===== src/rtl/starfield_mixer.sv =====
// Starfield mixer: tints/floors/twinkles star intensity and composites it under the foreground layer.
// Optional odd-line scanline dimming is built when STARFIELD_MIXER_SCANLINE_EN is defined.
module starfield_mixer #(
    parameter logic [7:0] TINT_R       = 8'hFF,
    parameter logic [7:0] TINT_G       = 8'hFF,
    parameter logic [7:0] TINT_B       = 8'hFF,
    parameter logic [7:0] TWINKLE_RATE = 8'd4
) (
    input  logic       clk,
    input  logic       rst,
    input  logic       en,
    input  logic       vblank,
    input  logic       hblank,
    input  logic       sf_on,
    input  logic [7:0] sf_star,
    input  logic       fg_on,
    input  logic [7:0] fg_r,
    input  logic [7:0] fg_g,
    input  logic [7:0] fg_b,
    input  logic [2:0] addr,
    input  logic [7:0] data_in,
    input  logic       write,
    output logic [7:0] out_r,
    output logic [7:0] out_g,
    output logic [7:0] out_b,
    output logic       out_vblank,
    output logic       out_hblank
);

    logic            r_star_en;
    logic            r_twinkle_en;
    logic [7:0]      r_rate;
    logic [7:0]      r_floor;
    logic [2:0][7:0] r_tint;

    always_ff @(posedge clk) begin
        if (rst) begin
            r_star_en    <= 1'b1;
            r_twinkle_en <= 1'b1;
            r_rate       <= TWINKLE_RATE;
            r_floor      <= 8'd0;
            r_tint[0]    <= TINT_R;
            r_tint[1]    <= TINT_G;
            r_tint[2]    <= TINT_B;
        end else if (write) begin
            case (addr)
                3'd0: begin
                    r_star_en    <= data_in[0];
                    r_twinkle_en <= data_in[1];
                end
                3'd1: r_rate    <= data_in;
                3'd2: r_tint[0] <= data_in;
                3'd3: r_tint[1] <= data_in;
                3'd4: r_tint[2] <= data_in;
                3'd5: r_floor   <= data_in;
                default: ;
            endcase
        end
    end

    // Frame tick on the vblank rising edge; the rate register value before any same-cycle write is used.
    logic       r_vb_prev;
    logic [7:0] r_frame_cnt;
    logic [2:0] r_phase;
    logic       w_tick;
    logic [8:0] w_cnt_inc;

    assign w_tick    = en & vblank & ~r_vb_prev;
    assign w_cnt_inc = {1'b0, r_frame_cnt} + 9'd1;

    always_ff @(posedge clk) begin
        if (rst) begin
            r_vb_prev   <= 1'b1;
            r_frame_cnt <= 8'd0;
            r_phase     <= 3'd0;
        end else begin
            if (en) r_vb_prev <= vblank;
            if (w_tick) begin
                if ((r_rate != 8'd0) && (w_cnt_inc >= {1'b0, r_rate})) begin
                    r_frame_cnt <= 8'd0;
                    r_phase     <= r_phase + 3'd1;
                end else begin
                    r_frame_cnt <= w_cnt_inc[7:0];
                end
            end
        end
    end

`ifdef STARFIELD_MIXER_SCANLINE_EN
    logic r_scan_en;
    logic r_hb_prev;
    logic r_line_odd;

    always_ff @(posedge clk) begin
        if (rst) begin
            r_scan_en <= 1'b0;
        end else if (write && (addr == 3'd0)) begin
            r_scan_en <= data_in[2];
        end
    end

    always_ff @(posedge clk) begin
        if (rst) begin
            r_hb_prev  <= 1'b0;
            r_line_odd <= 1'b0;
        end else if (en) begin
            r_hb_prev <= hblank;
            if (vblank) r_line_odd <= 1'b0;
            else if (r_hb_prev && !hblank) r_line_odd <= ~r_line_odd;
        end
    end
`endif

    // Stage 1 intensity: floor first, then the twinkle halving for the matching brightness band.
    logic [7:0] w_base;
    logic       w_halve;
    logic [7:0] w_int;

    assign w_base  = (sf_star >= r_floor) ? sf_star : r_floor;
    assign w_halve = r_twinkle_en && (sf_star[7:5] == r_phase);
    assign w_int   = w_halve ? {1'b0, w_base[7:1]} : w_base;

    logic r_s1_vis;
    logic r_s1_fg_on;
    logic r_s1_hb;
    logic r_s1_vb;
    logic r_s1_dim;

    always_ff @(posedge clk) begin
        if (rst) begin
            r_s1_vis   <= 1'b0;
            r_s1_fg_on <= 1'b0;
            r_s1_hb    <= 1'b1;
            r_s1_vb    <= 1'b1;
            r_s1_dim   <= 1'b0;
        end else if (en) begin
            r_s1_vis   <= sf_on & r_star_en;
            r_s1_fg_on <= fg_on;
            r_s1_hb    <= hblank;
            r_s1_vb    <= vblank;
`ifdef STARFIELD_MIXER_SCANLINE_EN
            r_s1_dim   <= r_scan_en & r_line_odd;
`else
            r_s1_dim   <= 1'b0;
`endif
        end
    end

    logic r_out_hb;
    logic r_out_vb;

    always_ff @(posedge clk) begin
        if (rst) begin
            r_out_hb <= 1'b1;
            r_out_vb <= 1'b1;
        end else if (en) begin
            r_out_hb <= r_s1_hb;
            r_out_vb <= r_s1_vb;
        end
    end

    logic [2:0][7:0] w_fg;
    logic [2:0][7:0] w_out;

    assign w_fg[0] = fg_r;
    assign w_fg[1] = fg_g;
    assign w_fg[2] = fg_b;

    genvar gi;
    generate
        for (gi = 0; gi < 3; gi++) begin : g_chan
            logic [15:0] w_prod;
            logic [7:0]  w_star_c;
            logic [7:0]  w_sel;
            logic [7:0]  w_mix;
            logic [7:0]  r_s1_fg;
            logic [7:0]  r_s1_star;
            logic [7:0]  r_out;

            // Tint is applied in stage 1 so a CPU write never reaches a pixel already sampled.
            assign w_prod   = {8'd0, w_int} * {8'd0, r_tint[gi]};
            assign w_star_c = 8'(w_prod >> 8);

            always_ff @(posedge clk) begin
                if (rst) begin
                    r_s1_fg   <= 8'd0;
                    r_s1_star <= 8'd0;
                end else if (en) begin
                    r_s1_fg   <= w_fg[gi];
                    r_s1_star <= w_star_c;
                end
            end

            always_comb begin
                w_sel = 8'd0;
                if (r_s1_hb || r_s1_vb) w_sel = 8'd0;
                else if (r_s1_fg_on)    w_sel = r_s1_fg;
                else if (r_s1_vis)      w_sel = r_s1_star;
            end

            assign w_mix = r_s1_dim ? (w_sel - {2'b00, w_sel[7:2]}) : w_sel;

            always_ff @(posedge clk) begin
                if (rst)     r_out <= 8'd0;
                else if (en) r_out <= w_mix;
            end

            assign w_out[gi] = r_out;
        end
    endgenerate

    assign out_r      = w_out[0];
    assign out_g      = w_out[1];
    assign out_b      = w_out[2];
    assign out_hblank = r_out_hb;
    assign out_vblank = r_out_vb;

endmodule


===== config.mk =====
export PLATFORM = sky130hd
export DESIGN_NAME = starfield_mixer
export DESIGN_NICKNAME = d
export VERILOG_FILES = /design/src/rtl/starfield_mixer.sv
export SDC_FILE = /design/constraint.sdc
export NUM_CORES = 1
export LEC_CHECK = 0
export ABC_AREA = 0
export CAP_MARGIN = 20
export CELL_PAD_IN_SITES_DETAIL_PLACEMENT = 0
export CELL_PAD_IN_SITES_GLOBAL_PLACEMENT = 2
export CORE_MARGIN = 4
export CORE_UTILIZATION = 25
export DETAILED_ROUTE_END_ITERATION = 8
export GPL_TIMING_DRIVEN = 0
export PLACE_DENSITY = 0.55
export RECOVER_POWER = 100
export REMOVE_ABC_BUFFERS = 1
export SLEW_MARGIN = 30
export SYNTH_ARGS = -nofsm -noshare
export SYNTH_HDL_FRONTEND = slang
export SYNTH_SLANG_ARGS = --single-unit

===== constraint.sdc =====
create_clock -name clk -period 12.5 [get_ports clk]
set_input_delay 2.5 -clock clk [delete_from_list [all_inputs] [get_ports clk]]
set_output_delay 2.5 -clock clk [all_outputs]
set_load 0.02 [all_outputs]

==> After elaboration in Yosys (flattened, before gate mapping) <==
Cells that the tools add are included.
{ "word_totals": {"in_bits": 51, "register_bits": 131, "mem_count": 0, "mem_bits_ro": 0, "ramBits": 0, "wordCells": 65, "latch_bits": 0, "out_inout_bits": 26} }
{ "op_classes": {"n_lt_le_gt_ge": 2, "n_eq_ne": 6, "shifts": 0, "n_bitwise": 4, "div_mod_pow": 0, "n_reduce_logical": 12, "add_sub_neg": 2, "n_mux": 12, "mul": 3} }
{ "op_table": {"columns": ["operator", "count"], "rows": [
  ["$mux W8", 12],
  ["$mul A8 B8 Y16", 3],
  ["$reduce_and A2 Y1", 7],
  ["$add A8 B1 Y9 const B", 1],
  ["$ge A9 B8 Y1", 1],
  ["$ge A8 B8 Y1", 1],
  ["$reduce_bool A8 Y1", 1],
  ["$eq A3 B2 Y1 const B", 2],
  ["$eq A3 B3 Y1 const B", 2],
  ["$add A3 B1 Y3 const B", 1],
  ["$and A1 B1 Y1", 3],
  ["$eq A3 B1 Y1 const B", 1],
  ["$eq A3 B3 Y1", 1],
  ["$logic_not A3 Y1", 1],
  ["$logic_and A1 B1 Y1", 2],
  ["$logic_or A1 B1 Y1", 1],
  ["$not A1 Y1", 1]
]} }

==> Longest topological paths before layout <==
Gate-level depths: netlist of run 1.
{ "depth": {"word_depth": 4, "ltp_mapped": 27, "ltp_nobuf": 25} }

==> Least setup slack after synthesis of run 1 <==
OpenSTA, ideal clock, no wires.
{ "synth_path": {"path_kind": "input to register", "from": "input port sf_star[5]", "to": "register g_chan[2].r_s1_star[6]", "path_slack_ps": 4139, "arrival_time_ps": 8244, "setup_ps": 117, "path_stages": 25, "required_time_ps": 12383, "n_path_buf": 2, "path_cell_list": "ha_1 -> a21o_1 -> a221o_1 -> a21o_1 -> buf_6 -> mux2_2 -> nand2_1 -> o21ai_0 -> clkbuf_1 -> and2_1 -> fa_1 -> fa_1 -> inv_1 -> fa_1 -> inv_1 -> fa_1 -> ha_1 -> a21o_1 -> a21o_1 -> a21o_1 -> a32oi_2 -> a21oi_2 -> a22o_1 -> or3_1 -> a32o_1"} }
{ "synth_between": {"elab_chain_cells": 4, "word_cells_on_any_way": 6, "cone_classes": "1 x mul; 1 x order compare; 1 x eq/ne; 2 x mux; 1 x reduce/logical"} }
{ "synth_lines": {"columns": ["item", "line_no", "rtl"], "rows": [
  ["start: declaration", "15", "input logic [7:0] sf_star,"],
  ["$ge A8 B8 Y1 / $eq A3 B3 Y1 (equally long branches)", "119, 120", null],
  ["$mux W8 / $logic_and A1 B1 Y1 (equally long branches)", "119, 120", null],
  ["$mux W8 (*)", "121", "assign w_int = w_halve ? {1'b0, w_base[7:1]} : w_base;"],
  ["$mul A8 B8 Y16 (*)", "181", "assign w_prod = {8'd0, w_int} * {8'd0, r_tint[gi]};"],
  ["end signal: assignment", "190", "r_s1_star <= w_star_c;"],
  ["end: declaration", "177", "logic [7:0] r_s1_star;"]
]} }
Mark *: on every way between the ends. The rest lies on a longest branch, timed or not.
A chain may end at the register's enable or synchronous reset.

==> Worst setup path in the final report of run 1 <==
{ "layout_path": {"from": "input port sf_star[0]", "to": "register g_chan[0].r_s1_star[6]"} }
{ "layout_between": {"elab_chain_cells": 4} }
{ "layout_lines": {"columns": ["item", "line_no", "rtl"], "rows": [
  ["$ge A8 B8 Y1", "119", "assign w_base = (sf_star >= r_floor) ? sf_star : r_floor;"],
  ["$mux W8 (*)", "119", null],
  ["$mux W8 (*)", "121", null],
  ["$mul A8 B8 Y16 (*)", "181", null],
  ["end signal: assignment", "190", null],
  ["end: declaration", "177", null]
]} }
Marks and branches as above.

==> summary.md, run 1 <==
| Metric | Value |
|---|---|
| Top flip-flop cell by instance count after synthesis | `dfxtp_1` |
| Routed Antenna Nets | `0` |
| Cell-internal power | `about 1600 uW` |
| Largest net degree at the start of global routing | `58` |
| Sequential group share of total power | `16.5%` |
| Buffer levels on the longest clock path | `2` |
| Total inserted antenna cells | `0` |
| Die Height | `220 um` |
| Remaining DRCs | `0` |
| Leading area contributor after synthesis | `dfxtp_1` |
| Iter 0 DRT Violations | `~320` |
| EDFF count, synth | `0` |
| Share of Yosys cell area claimed by the top area cell type | `between 20% and 30%` |
| Setup total negative slack | `0 ns` |
| Highest clock frequency the design can meet | `100 MHz` |
| Latest clock arrival within the worst-skew pair | `about 0.43 ns` |
| Number of clock sinks | `~130` |
| Comb power frac | `64.5%` |
| Slew Limit Headroom | `-80.0%` |
| Setup repair after global routing missed its margin | `false` |
| Number of distinct library cells after synthesis | `55` |
| Capture instance of the worst register-to-register path | `g_chan[0].r_s1_star[6]` |
| Average footprint of a synthesized cell | `just under 9 um2` |
| Number of hold violations in the final report | `0` |
| Count of maximum capacitance violations | `3` |
| Die extent in x | `around 220 um` |
| Via/cell ratio | `approximately 4.4` |
| Core Area | `about 44,000 um2` |
| Synthesis-stage register bit count | `131` |
| Count of endpoints failing setup in the final report | `0` |
| Class of the tightest hold or removal check | `register to register` |
| Part of the Yosys area used for sequential elements | `23.3%` |
| Root buf cell | `clkbuf_16` |
| Top area cells in the synthesized netlist | `dfxtp_1, fa_1, ha_1, and2_1, mux2i_1` |
| First drt pass iteration count | `7` |
| Routed vias | `around 8.5k` |
| Synthesized netlist cell count | `1,276` |
| Overall routing resource usage | `between 10% and 20%` |
| Crit path kind | `input pin to register` |
| Worst-Margin Slew | `2.70 ns` |
| Buffers on Ports | `76` |
| Xor and xnor fraction of the mapped netlist area | `2.34%` |
| Area fraction in and, or, nand and nor cells after synthesis | `about a fifth` |
| Clock tree from TritonCTS | `built` |
| Pwr per Cell Area | `roughly 220 nW/um2` |
| Minimum clock period after layout | `around 10 ns` |
| GRT met3 Usage | `between 1.5 and 2%` |
| Arrival time worst endpoint | `10.37 ns` |
| Clock transition at the registers of the reported paths | `about 0.06 ns` |
| Number of warnings reported in the yosys synthesis log | `0` |
| Switching Power | `1320 uW` |
| Net count of the finished layout | `1,601` |
| Post-synth ARST share | `0%` |
| Violations in the final reports | `max-capacitance violations, max-slew violations` |
| Required time of the critical path | `roughly 13 ns` |
| Postcts setup bufs | `0` |
| Hold Buf Count CTS | `0` |
| Startpoint class of the critical path | `input pin` |
| Multiplexer fraction of the synthesized cell area | `~6.4%` |
| Hold_sp | `r_rate[7]` |
| Area enclosed by the die boundary | `between 40,000 and 50,000 um2` |
| Leading post-synthesis cells by instance count | `inv_1, and2_1, nand2_1` |
| Dominant cell by count in the synthesized netlist | `inv_1` |
| Dpl cells | `approximately 1.9k` |
| Leakage power summed over all cells | `a little over 0.006 uW` |
| Clock group share of total power | `between 10% and 20%` |
| # H-tree levels | `4` |
| Run status | `finished, violations left` |
| Detailed-route wire length per cell | `~16 um` |
| Fraction of layout cells with a size suffix above 1 | `4.40%` |
| Final worst path period share | `approximately 80%` |
| First-pass GRT wire length | `roughly 51,000 um` |
| Initial core utilization | `~25%` |
| Met1 Track Usage GR | `19.2%` |
| Crit path setup slack, layout | `2.51 ns` |
| Maximum vdd ir drop | `between 0.1 and 0.15 mV` |
| Nature of the critical path endpoint | `register` |
| Post-route non-filler standard cell count | `roughly 1.9k` |
| Worst Hold Depth | `2` |
| Maximum fanout encountered on the critical timing path | `12` |
| Row count | `77` |
| Reg2Reg Depth | `25` |
| Placed wire-length estimate | `approximately 24,000 um` |
| Adder-cell area share of the yosys netlist | `a little under a third` |
| Placer congestion estimate | `about 0.74` |
| Number of buffers created by CTS | `17` |
| Netlist Area Pre-Place | `between 10,000 and 15,000 um2` |
| Post-layout total power | `approximately 3000 uW` |
| Area delta synth->final | `18.7%` |
| Initial antenna violation count | `0` |
| Sink of the worst hold path | `r_rate[7]` |
| Resized Gates After CTS | `0` |
| Met2 capacity usage during global routing | `20.8%` |
| Largest family of logic cells by synthesized area | `adder cells` |
| Wire length reported by the detailed router | `30,900 um` |
| Number of top-level design ports | `77` |
| Net switching fraction of the power | `between 40% and 50%` |
| Place WS | `2.61 ns` |
| Layout Skew | `approximately 0.013 ns` |
| Slew Limit Fails | `around 140` |
| Fraction of the mapped netlist area in compound gates | `9.48%` |
| Busiest grt layer | `met2` |
| Reg-to-reg critical path startpoint | `r_floor[2]` |
| Slack of the worst reg-to-reg path | `approximately 4.7 ns` |
| Sum of overflow across all layers after global routing | `0` |
| Number of global-route vias before repair | `roughly 9k` |
power by group through the flow:
stage / sequential (uW) / combinational [uW] / clock, uW
CTS: 484 / 2000 / 574
floorplan: 481 / 1420 / 0
global placement: 494 / 1970 / 0
global route: 488 / 2220 / 586
detailed placement: 492 / 1980 / 0
finish: 484 / 1890 / 554
cell type report:
class,count,area [um2]
Sequential cell,131,2620
Tap cell,592,741
Clock inverter,14,199
Inverter,144,541
Timing Repair Buffer,88,877
Clock buffer,18,439
Fill cell,4804,31000
Multi-Input combinational cell,946,7930
cells in the final DEF (no fill, tap or decap), types with 12 or more instances in the layout:
cell and n:
nor2_1 119, clkbuf_16 17, a21o_1 20, dlygate4sd3_1 30, a22oi_1 21, and2_1 141
mux2i_1 64, nand2_1 137, nor3_1 12, nand3_1 19, a21oi_1 62, fa_1 105
inv_1 144, xnor2_1 22, dfxtp_1 130, ha_1 117, clkdlybuf4s50_1 44, a211oi_1 13
stage by stage:
stage | utilization (%) | instance area (um2) | hold WS (ns)
after floorplan | - | 11000 | 0.425
after global placement | 28.3 | 12500 | 0.444
after detailed placement | 29.0 | 12800 | 0.447
after CTS | 30.4 | 13500 | 0.461
after global routing | 30.1 | 13300 | 0.472
final | 30.1 | 13300 | 0.461
worst max-delay path, stage by stage:
cell           delay [ns]
dlygate4sd3_1        0.58
inv_1                0.06
ha_1                 0.27
nor2b_1              0.04
o21ai_0              0.27
a21o_1               0.50
mux2i_1              0.37
a21oi_1              0.65
clkbuf_1             0.55
nand2_1              0.17
fa_1                 0.48
fa_1                 0.49
inv_1                0.05
fa_1                 0.47
inv_1                0.05
fa_1                 0.48
inv_1                0.04
ha_1                 0.30
nand4b_1             0.11
nor2_1               0.18
nand2_1              0.11
o41a_2               0.46
a21oi_1              0.43
a311oi_1             0.17
a211oi_1             0.39
a22o_1               0.19
worst max path at each step:
stage / endpoint / startpoint / depth (start not counted)
6_report: g_chan[0].r_s1_star[6] / sf_star[0] / 26
5_1_grt: g_chan[0].r_s1_star[6] / sf_star[0] / 26
4_1_cts: g_chan[0].r_s1_star[6] / sf_star[0] / 26
3_5_place_dp: g_chan[0].r_s1_star[6] / sf_star[5] / 25
3_3_place_gp: g_chan[0].r_s1_star[6] / sf_star[5] / 24
2_1_floorplan: g_chan[2].r_s1_star[6] / sf_star[5] / 21
cell families after synthesis:
family / after synthesis
AND/OR/NAND/NOR: 468
XOR/XNOR: 30
multiplexers: 71
buffers and inverters: 199
flip-flops: 131
adder cells (fa/ha/maj): 222
AO/OA/AOI/OAI: 155
layer usage:
layer	vias to the layer above	share of wire, %
met5	-	0
met2	106	45
met1	4056	51
met4	0	1.8
met3	28	2.2
li1	4266	-
sequential cells by signal, indices dropped and copies added (netlist names), 3 cells and up:
signal and cells:
r_rate 8, out_r 8, out_b 8, out_g 8, g_chan.r_s1_star 24, r_floor 8
r_phase 3, r_tint 24, r_frame_cnt 8, g_chan.r_s1_fg 24
Power figures use the tool's default switching activity.
==> run 2: changes to the inputs <==
--- a/config.mk
+++ b/config.mk
@@ -13,7 +13,7 @@
 export CORE_UTILIZATION = 25
 export DETAILED_ROUTE_END_ITERATION = 8
 export GPL_TIMING_DRIVEN = 0
-export PLACE_DENSITY = 0.55
+export PLACE_DENSITY = 0.57
 export RECOVER_POWER = 100
 export REMOVE_ABC_BUFFERS = 1
 export SLEW_MARGIN = 30
==> constraint.sdc (replaced) <==
create_clock -name clk -period 8.25 [get_ports clk]
set_input_delay 1.65 -clock clk [delete_from_list [all_inputs] [get_ports clk]]
set_output_delay 1.65 -clock clk [all_outputs]
set_load 0.02 [all_outputs]
==> summary.md, run 2 (synthesized netlist as in run 1, its figures left out) <==
| Metric | Value |
|---|---|
| Run status | `finished, violations left (unchanged)` |
| Violations in the final reports | `max-capacitance violations, max-slew violations (unchanged)` |
| Number of buffers created by CTS | `17 (unchanged)` |
| Largest regs | `g_chan.r_s1_fg: 24 flops, g_chan.r_s1_star: 24 flops, r_tint: 24 flops (unchanged)` |
| Class of the tightest hold or removal check | `register to register (unchanged)` |
| Buffers on Ports | `76 (unchanged)` |
| Origin of the worst setup path | `sf_star[5] (was sf_star[0])` |
| Maximum vdd ir drop | `0.183 mV (was 0.117 mV)` |
| Core Area | `44,300 um2 (unchanged)` |
| Required time of the critical path | `8.58 ns (was 12.88 ns)` |
| Number of global-route vias before repair | `9,005 (was 8,871)` |
| Count of endpoints failing setup in the final report | `0 (unchanged)` |
| Post-route non-filler standard cell count | `1,941 (was 1,933)` |
| Routed Antenna Nets | `0 (unchanged)` |
| Number of top-level design ports | `77 (unchanged)` |
| Crit path setup slack, layout | `0.225 ns (was 2.51 ns)` |
| # H-tree levels | `4 (unchanged)` |
| First drt pass iteration count | `4 (was 7)` |
| Most used cells in the layout excluding fill and tap cells | `inv_1, and2_1, nand2_1 (unchanged)` |
| First-pass GRT wire length | `50,700 um (was 50,500 um)` |
| Highest clock frequency the design can meet | `between 100 and 150 MHz` |
| Worst-Margin Slew | `1.66 ns (was 2.70 ns)` |
| Place WS | `-0.932 ns (was 2.61 ns)` |
| Initial core utilization | `25.4% (unchanged)` |
| Storage element area | `2620 um2 (unchanged)` |
| Detailed-route wire length per cell | `15.9 um (was 16.0 um)` |
| Overall routing resource usage | `13.3% (about the same)` |
| Layout Skew | `0.0116 ns (was 0.0126 ns)` |
| Hold Buf Count CTS | `0 (unchanged)` |
| Placer congestion estimate | `0.737 (was 0.740)` |
| Latest clock arrival within the worst-skew pair | `0.44 ns (was 0.43 ns)` |
| Area after DPL | `12,800 um2 (about the same)` |
| Worst Hold Slack | `0.461 ns (about the same)` |
| Total inserted antenna cells | `0 (unchanged)` |
| Hold_sp | `r_rate[7] (unchanged)` |
| Placed wire-length estimate | `22,800 um (was 23,600 um)` |
| Remaining DRCs | `0 (unchanged)` |
| Count of maximum capacitance violations | `1 (was 3)` |
| Routed vias | `8,480 (was 8,456)` |
| Multi-input gate area | `8030 um2 (was 7930 um2)` |
| Maximum fanout encountered on the critical timing path | `22 (was 12)` |
| Arrival time worst endpoint | `8.35 ns (was 10.37 ns)` |
| Iter 0 DRT Violations | `303 (was 321)` |
| Nature of the critical path endpoint | `register (unchanged)` |
| Via/cell ratio | `4.37 (about the same)` |
| Slew Limit Fails | `31 (was 144)` |
| Critical-path top delay cell | `fa_1 (was a21oi_1)` |
| Sum of overflow across all layers after global routing | `0 (unchanged)` |
| Final worst path period share | `a little over nine tenths` |
| Setup repair after global routing missed its margin | `true (was false)` |
| Wire length reported by the detailed router | `30,900 um (about the same)` |
| Number of clock sinks | `131 (unchanged)` |
| Buffer levels on the longest clock path | `2 (unchanged)` |
| Number of hold violations in the final report | `0 (unchanged)` |
| Largest net degree at the start of global routing | `67 (was 58)` |
| Clock transition at the registers of the reported paths | `0.06 ns (about the same)` |
| Area of all placed cells without fillers | `13,600 um2 (was 13,300 um2)` |
| Crit path kind | `input pin to register (unchanged)` |
| Clock tree from TritonCTS | `built (unchanged)` |
| Die extent in x | `220 um (unchanged)` |
| Filler cell count | `4,800 (was 4,804)` |
| Slew Limit Headroom | `-10.6% (was -80.0%)` |
| CP max stage delay | `0.54 ns (was 0.65 ns)` |
| Die Height | `220 um (unchanged)` |
| Reg-to-reg critical path startpoint | `r_floor[5] (was r_floor[2])` |
| Pwr per Cell Area | `334 nW/um2 (was 219 nW/um2)` |
| Fraction of layout cells with a size suffix above 1 | `6.15% (was 4.40%)` |
| Row count | `77 (unchanged)` |
| Minimum clock period after layout | `between 8 and 9 ns` |
| Startpoint class of the critical path | `input pin (unchanged)` |
| Net count of the finished layout | `1,609 (was 1,601)` |
| Root buf cell | `clkbuf_16 (unchanged)` |
| Commonest non-fill, non-tap cell in the layout | `inv_1 (unchanged)` |
| Final cell utilization of the core | `30.7% (was 30.1%)` |
| Leakage power summed over all cells | `0.00612 uW (was 0.00604 uW)` |
| Area delta synth->final | `20.9% (was 18.7%)` |
| Area enclosed by the die boundary | `48,500 um2 (unchanged)` |
| Dpl cells | `1,899 (was 1,901)` |
| Initial antenna violation count | `0 (unchanged)` |
## run 2: cell count changes in the layout (fill, tap and decap cells not counted), sizes merged, moves of 2 or more
cell,delta
buf,+11
clkdlybuf4s50,+2
clkbuf,-2
dlygate4sd3,-2
inv,-2
## run 2: layout make-up
class	count	area share [%]
clock buffers	20	3.36
clock inverters	12	1.49
inverters	144	3.98
multi-input cells	947	59.0
flip-flops and latches	131	19.3
well taps	592	5.45
repair buffers	95	7.40
## run 2: final timing paths
kind | to | slack (ns) | depth (start not counted)
setup reg to reg | g_chan[2].r_s1_star[6] | 1.55 | 25
setup / recovery | g_chan[2].r_s1_star[6] | 0.23 | 25
hold reg to reg | r_rate[7] | 0.46 | 2
hold / removal | r_rate[7] | 0.46 | 2
## run 2: through the flow
stage                     total power (uW)  TNS [ns]
after CTS                             4670         0
after global routing                  5080   -0.0234
after detailed placement              3730    -10.48
after floorplan                       2880         0
after global placement                3730    -52.80
final                                 4540         0
## run 2: worst max-delay path: cells and delay by family
family,cells,cell delay [ns]
fa+ha+maj,6,2.58
compound gates,11,2.46
buf+inv,4,0.76
simple gates,3,0.59
mux,1,0.29
## run 2: routing by layer
metal / vias up / wire [um] / GRT usage [%]
met2: 77 / 14100 / 21.4
met3: 16 / 689 / 1.70
met1: 4098 / 15800 / 18.9
met4: 0 / 357 / 3.20
met5: - / 0 / 0
li1: 4289 / - / -
## run 2: power breakdown
| group | leakage, uW | switching [uW] | internal [uW] |
|---|---|---|---|
| Combinational | 0.00473 | 1670 | 1270 |
| Sequential | 0.00107 | 39.7 | 692 |
| Clock | 0.000321 | 314 | 554 |
| Total | 0.00612 | 2030 | 2510 |
## run 2: repair_timing
action / 4_1_cts / 5_1_grt
endpoints found under the setup margin: 12 / 9
hold endpoints to repair: 0 / 0
gates resized for setup: 6 / 3
gates cloned: 1 / 0
buffers inserted: 3 / 6
pin swaps: 2 / 2
==> run 3: changes to the inputs <==
--- a/config.mk
+++ b/config.mk
@@ -7,13 +7,12 @@
 export LEC_CHECK = 0
 export ABC_AREA = 0
 export CAP_MARGIN = 20
-export CELL_PAD_IN_SITES_DETAIL_PLACEMENT = 0
-export CELL_PAD_IN_SITES_GLOBAL_PLACEMENT = 2
 export CORE_MARGIN = 4
 export CORE_UTILIZATION = 25
+export CTS_CLUSTER_DIAMETER = 100
 export DETAILED_ROUTE_END_ITERATION = 8
 export GPL_TIMING_DRIVEN = 0
-export PLACE_DENSITY = 0.57
+export PLACE_DENSITY = 0.39
 export RECOVER_POWER = 100
 export REMOVE_ABC_BUFFERS = 1
 export SLEW_MARGIN = 30
==> summary.md, run 3 (synthesized netlist as in run 1, its figures left out) <==
| Metric | Value |
|---|---|
| Arrival time worst endpoint | `8.33 ns (was 8.35 ns)` |
| Die extent in x | `220 um (unchanged)` |
| Net switching fraction of the power | `45.3% (was 44.6%)` |
| Initial core utilization | `25.4% (unchanged)` |
| Most numerous cell on the critical path | `fa_1` |
| Commonest non-fill, non-tap cell in the layout | `inv_1 (unchanged)` |
| Fraction of layout cells with a size suffix above 1 | `6.94% (was 6.15%)` |
| Slew Limit Fails | `0 (was 31)` |
| Worst-Margin Slew | `1.25 ns (was 1.66 ns)` |
| Storage element area | `2620 um2 (unchanged)` |
| Sequential group share of total power | `16.5% (was 16.1%)` |
| Highest clock frequency the design can meet | `126 MHz (was 125 MHz)` |
| Critical-path top delay cell | `fa_1 (unchanged)` |
| Final worst path period share | `96.2% (was 97.3%)` |
| Clock transition at the registers of the reported paths | `0.06 ns (about the same)` |
| Routed Antenna Nets | `0 (unchanged)` |
| CP max stage delay | `0.54 ns (about the same)` |
| Sequence of cells on the critical path | `clkdlybuf4s50_1 > ha_1 > a21o_1 > a221o_1 > a21o_4 > mux2i_2 > mux2i_4 > buf_16 > and2_1 > fa_1 > fa_1 > fa_1 > inv_1 > fa_1 > inv_1 > ha_1 > nand4b_1 > nor2_1 > nand2_1 > o41a_2 > a21oi_4 > a311oi_1 > a211oi_2 > a22o_1` |
| Setup repair after global routing missed its margin | `true (unchanged)` |
| Root buf cell | `clkbuf_16 (unchanged)` |
| Clock tree from TritonCTS | `built (unchanged)` |
| Buffers on Ports | `76 (unchanged)` |
| First-pass GRT wire length | `49,300 um (was 50,700 um)` |
| Number of hold violations in the final report | `0 (unchanged)` |
| Cell-internal power | `2440 uW (was 2510 uW)` |
| Leakage power summed over all cells | `0.00611 uW (was 0.00612 uW)` |
| Multi-input gate area | `8050 um2 (was 8030 um2)` |
| Area delta synth->final | `20.9% (about the same)` |
| Minimum clock period after layout | `7.94 ns (was 8.02 ns)` |
| Overall routing resource usage | `12.8% (was 13.3%)` |
| Core Area | `44,300 um2 (unchanged)` |
| Sum of overflow across all layers after global routing | `0 (unchanged)` |
| Pwr per Cell Area | `327 nW/um2 (was 334 nW/um2)` |
| Hold Buf Count CTS | `0 (unchanged)` |
| Via/cell ratio | `4.31 (was 4.37)` |
| Startpoint class of the critical path | `input pin (unchanged)` |
| Number of global-route vias before repair | `8,839 (was 9,005)` |
| Crit path kind | `input pin to register (unchanged)` |
| Switching Power | `2010 uW (was 2030 uW)` |
| Class of the tightest hold or removal check | `register to register (unchanged)` |
| Placed wire-length estimate | `22,000 um (was 22,800 um)` |
| Routed vias | `8,388 (was 8,480)` |
| Count of maximum capacitance violations | `0 (was 1)` |
| Detailed-route wire length per cell | `15.2 um (was 15.9 um)` |
| Final cell utilization of the core | `30.7% (about the same)` |
| Filler cell count | `4,737 (was 4,800)` |
| Maximum vdd ir drop | `0.163 mV (was 0.183 mV)` |
| Remaining DRCs | `0 (unchanged)` |
| Nature of the critical path endpoint | `register (unchanged)` |
| # H-tree levels | `4 (unchanged)` |
| Buffer levels on the longest clock path | `2 (unchanged)` |
| Net count of the finished layout | `1,615 (was 1,609)` |
| Largest regs | `g_chan.r_s1_fg: 24 flops, g_chan.r_s1_star: 24 flops, r_tint: 24 flops (unchanged)` |
| Count of endpoints failing setup in the final report | `0 (unchanged)` |
| First drt pass iteration count | `4 (unchanged)` |
| Number of top-level design ports | `77 (unchanged)` |
| Wire length reported by the detailed router | `29,500 um (was 30,900 um)` |
| Initial antenna violation count | `0 (unchanged)` |
| Latest clock arrival within the worst-skew pair | `0.44 ns (about the same)` |
| Placer congestion estimate | `0.735 (was 0.737)` |
| Maximum fanout encountered on the critical timing path | `17 (was 22)` |
| Iter 0 DRT Violations | `266 (was 303)` |
| Worst Hold Slack | `0.455 ns (was 0.461 ns)` |
| Number of clock sinks | `131 (unchanged)` |
| Most used cells in the layout excluding fill and tap cells | `inv_1, and2_1, nand2_1 (unchanged)` |
| Area enclosed by the die boundary | `48,500 um2 (unchanged)` |
| Comb power frac | `66.8% (was 64.8%)` |
| Row count | `77 (unchanged)` |
| Post-layout total power | `4450 uW (was 4540 uW)` |
| Number of buffers created by CTS | `17 (unchanged)` |
| Run status | `finished, final reports clean (was finished, violations left)` |
| Slew Limit Headroom | `16.7% (was -10.6%)` |
| Required time of the critical path | `8.64 ns (was 8.58 ns)` |
| Largest net degree at the start of global routing | `80 (was 67)` |
| Clock group share of total power | `16.7% (was 19.1%)` |
| Total inserted antenna cells | `0 (unchanged)` |
| Layout Skew | `0.0102 ns (was 0.0116 ns)` |
| Die Height | `220 um (unchanged)` |
==> run 3: power groups by stage <==
| stage | Clock, uW | Combinational (uW) | Sequential [uW] |
|---|---|---|---|
| 3_5_place_dp | 0 | 2910 | 745 |
| 5_1_grt | 793 | 3470 | 740 |
| 2_1_floorplan | 0 | 2150 | 729 |
| 3_3_place_gp | 0 | 2900 | 747 |
| 6_report | 743 | 2970 | 732 |
| 4_1_cts | 774 | 2960 | 733 |
==> run 3: path summary, 6_finish.rpt <==
kind	slack, ns	to	from	cells past startpoint
min reg2reg	0.46	r_rate[7]	r_rate[7]	2
min	0.46	r_rate[7]	r_rate[7]	2
max	0.31	g_chan[0].r_s1_star[6]	sf_star[5]	24
max reg2reg	1.62	g_chan[0].r_s1_star[6]	r_floor[5]	24
==> run 3: critical path, delay by kind of cell <==
kind	cells	cell delay [ns]
AOI/OAI and AO/OA	8	2.19
adders and majority gates	6	2.58
buffers and inverters	4	0.77
muxes	2	0.58
and+or+nand+nor	4	0.54
==> run 3: layout make-up <==
| type | instances | area share (%) |
|---|---|---|
| Sequential cell | 131 | 19.3 |
| Clock inverter | 14 | 0.929 |
| Inverter | 144 | 3.97 |
| Timing Repair Buffer | 101 | 7.99 |
| Clock buffer | 18 | 3.23 |
| Multi-Input combinational cell | 947 | 59.2 |
| Tap cell | 592 | 5.44 |
==> run 3: layer usage <==
layer / wire length [um] / vias up / track usage, % / part of all wire, %
li1: - / 4290 / - / -
met1: 15000 / 4010 / 18.3 / 51
met2: 13500 / 69 / 20.6 / 46
met3: 593 / 19 / 1.69 / 2.0
met4: 399 / 0 / 3.41 / 1.4
met5: 0 / - / 0 / 0
==> run 3: metrics by stage <==
stage | TNS, ns | instance area (um2) | worst slack, ns | cells
6_report | 0 | 13600 | 0.312 | 1947
5_1_grt | -0.0185 | 13600 | -0.00972 | 1947
4_1_cts | 0 | 13500 | 0.0199 | 1932
3_5_place_dp | -8.90 | 12900 | -0.861 | 1900
3_3_place_gp | -50.34 | 12500 | -2.44 | 1889
2_1_floorplan | 0 | 11000 | 0.316 | 1221
==> run 3: repair_timing <==
action | 4_1_cts | 5_1_grt
cloned | 0 | 1
setup endpoints to repair | 8 | 16
setup buffers | 0 | 14
gates resized for setup | 6 | 9
pin swaps | 0 | 4
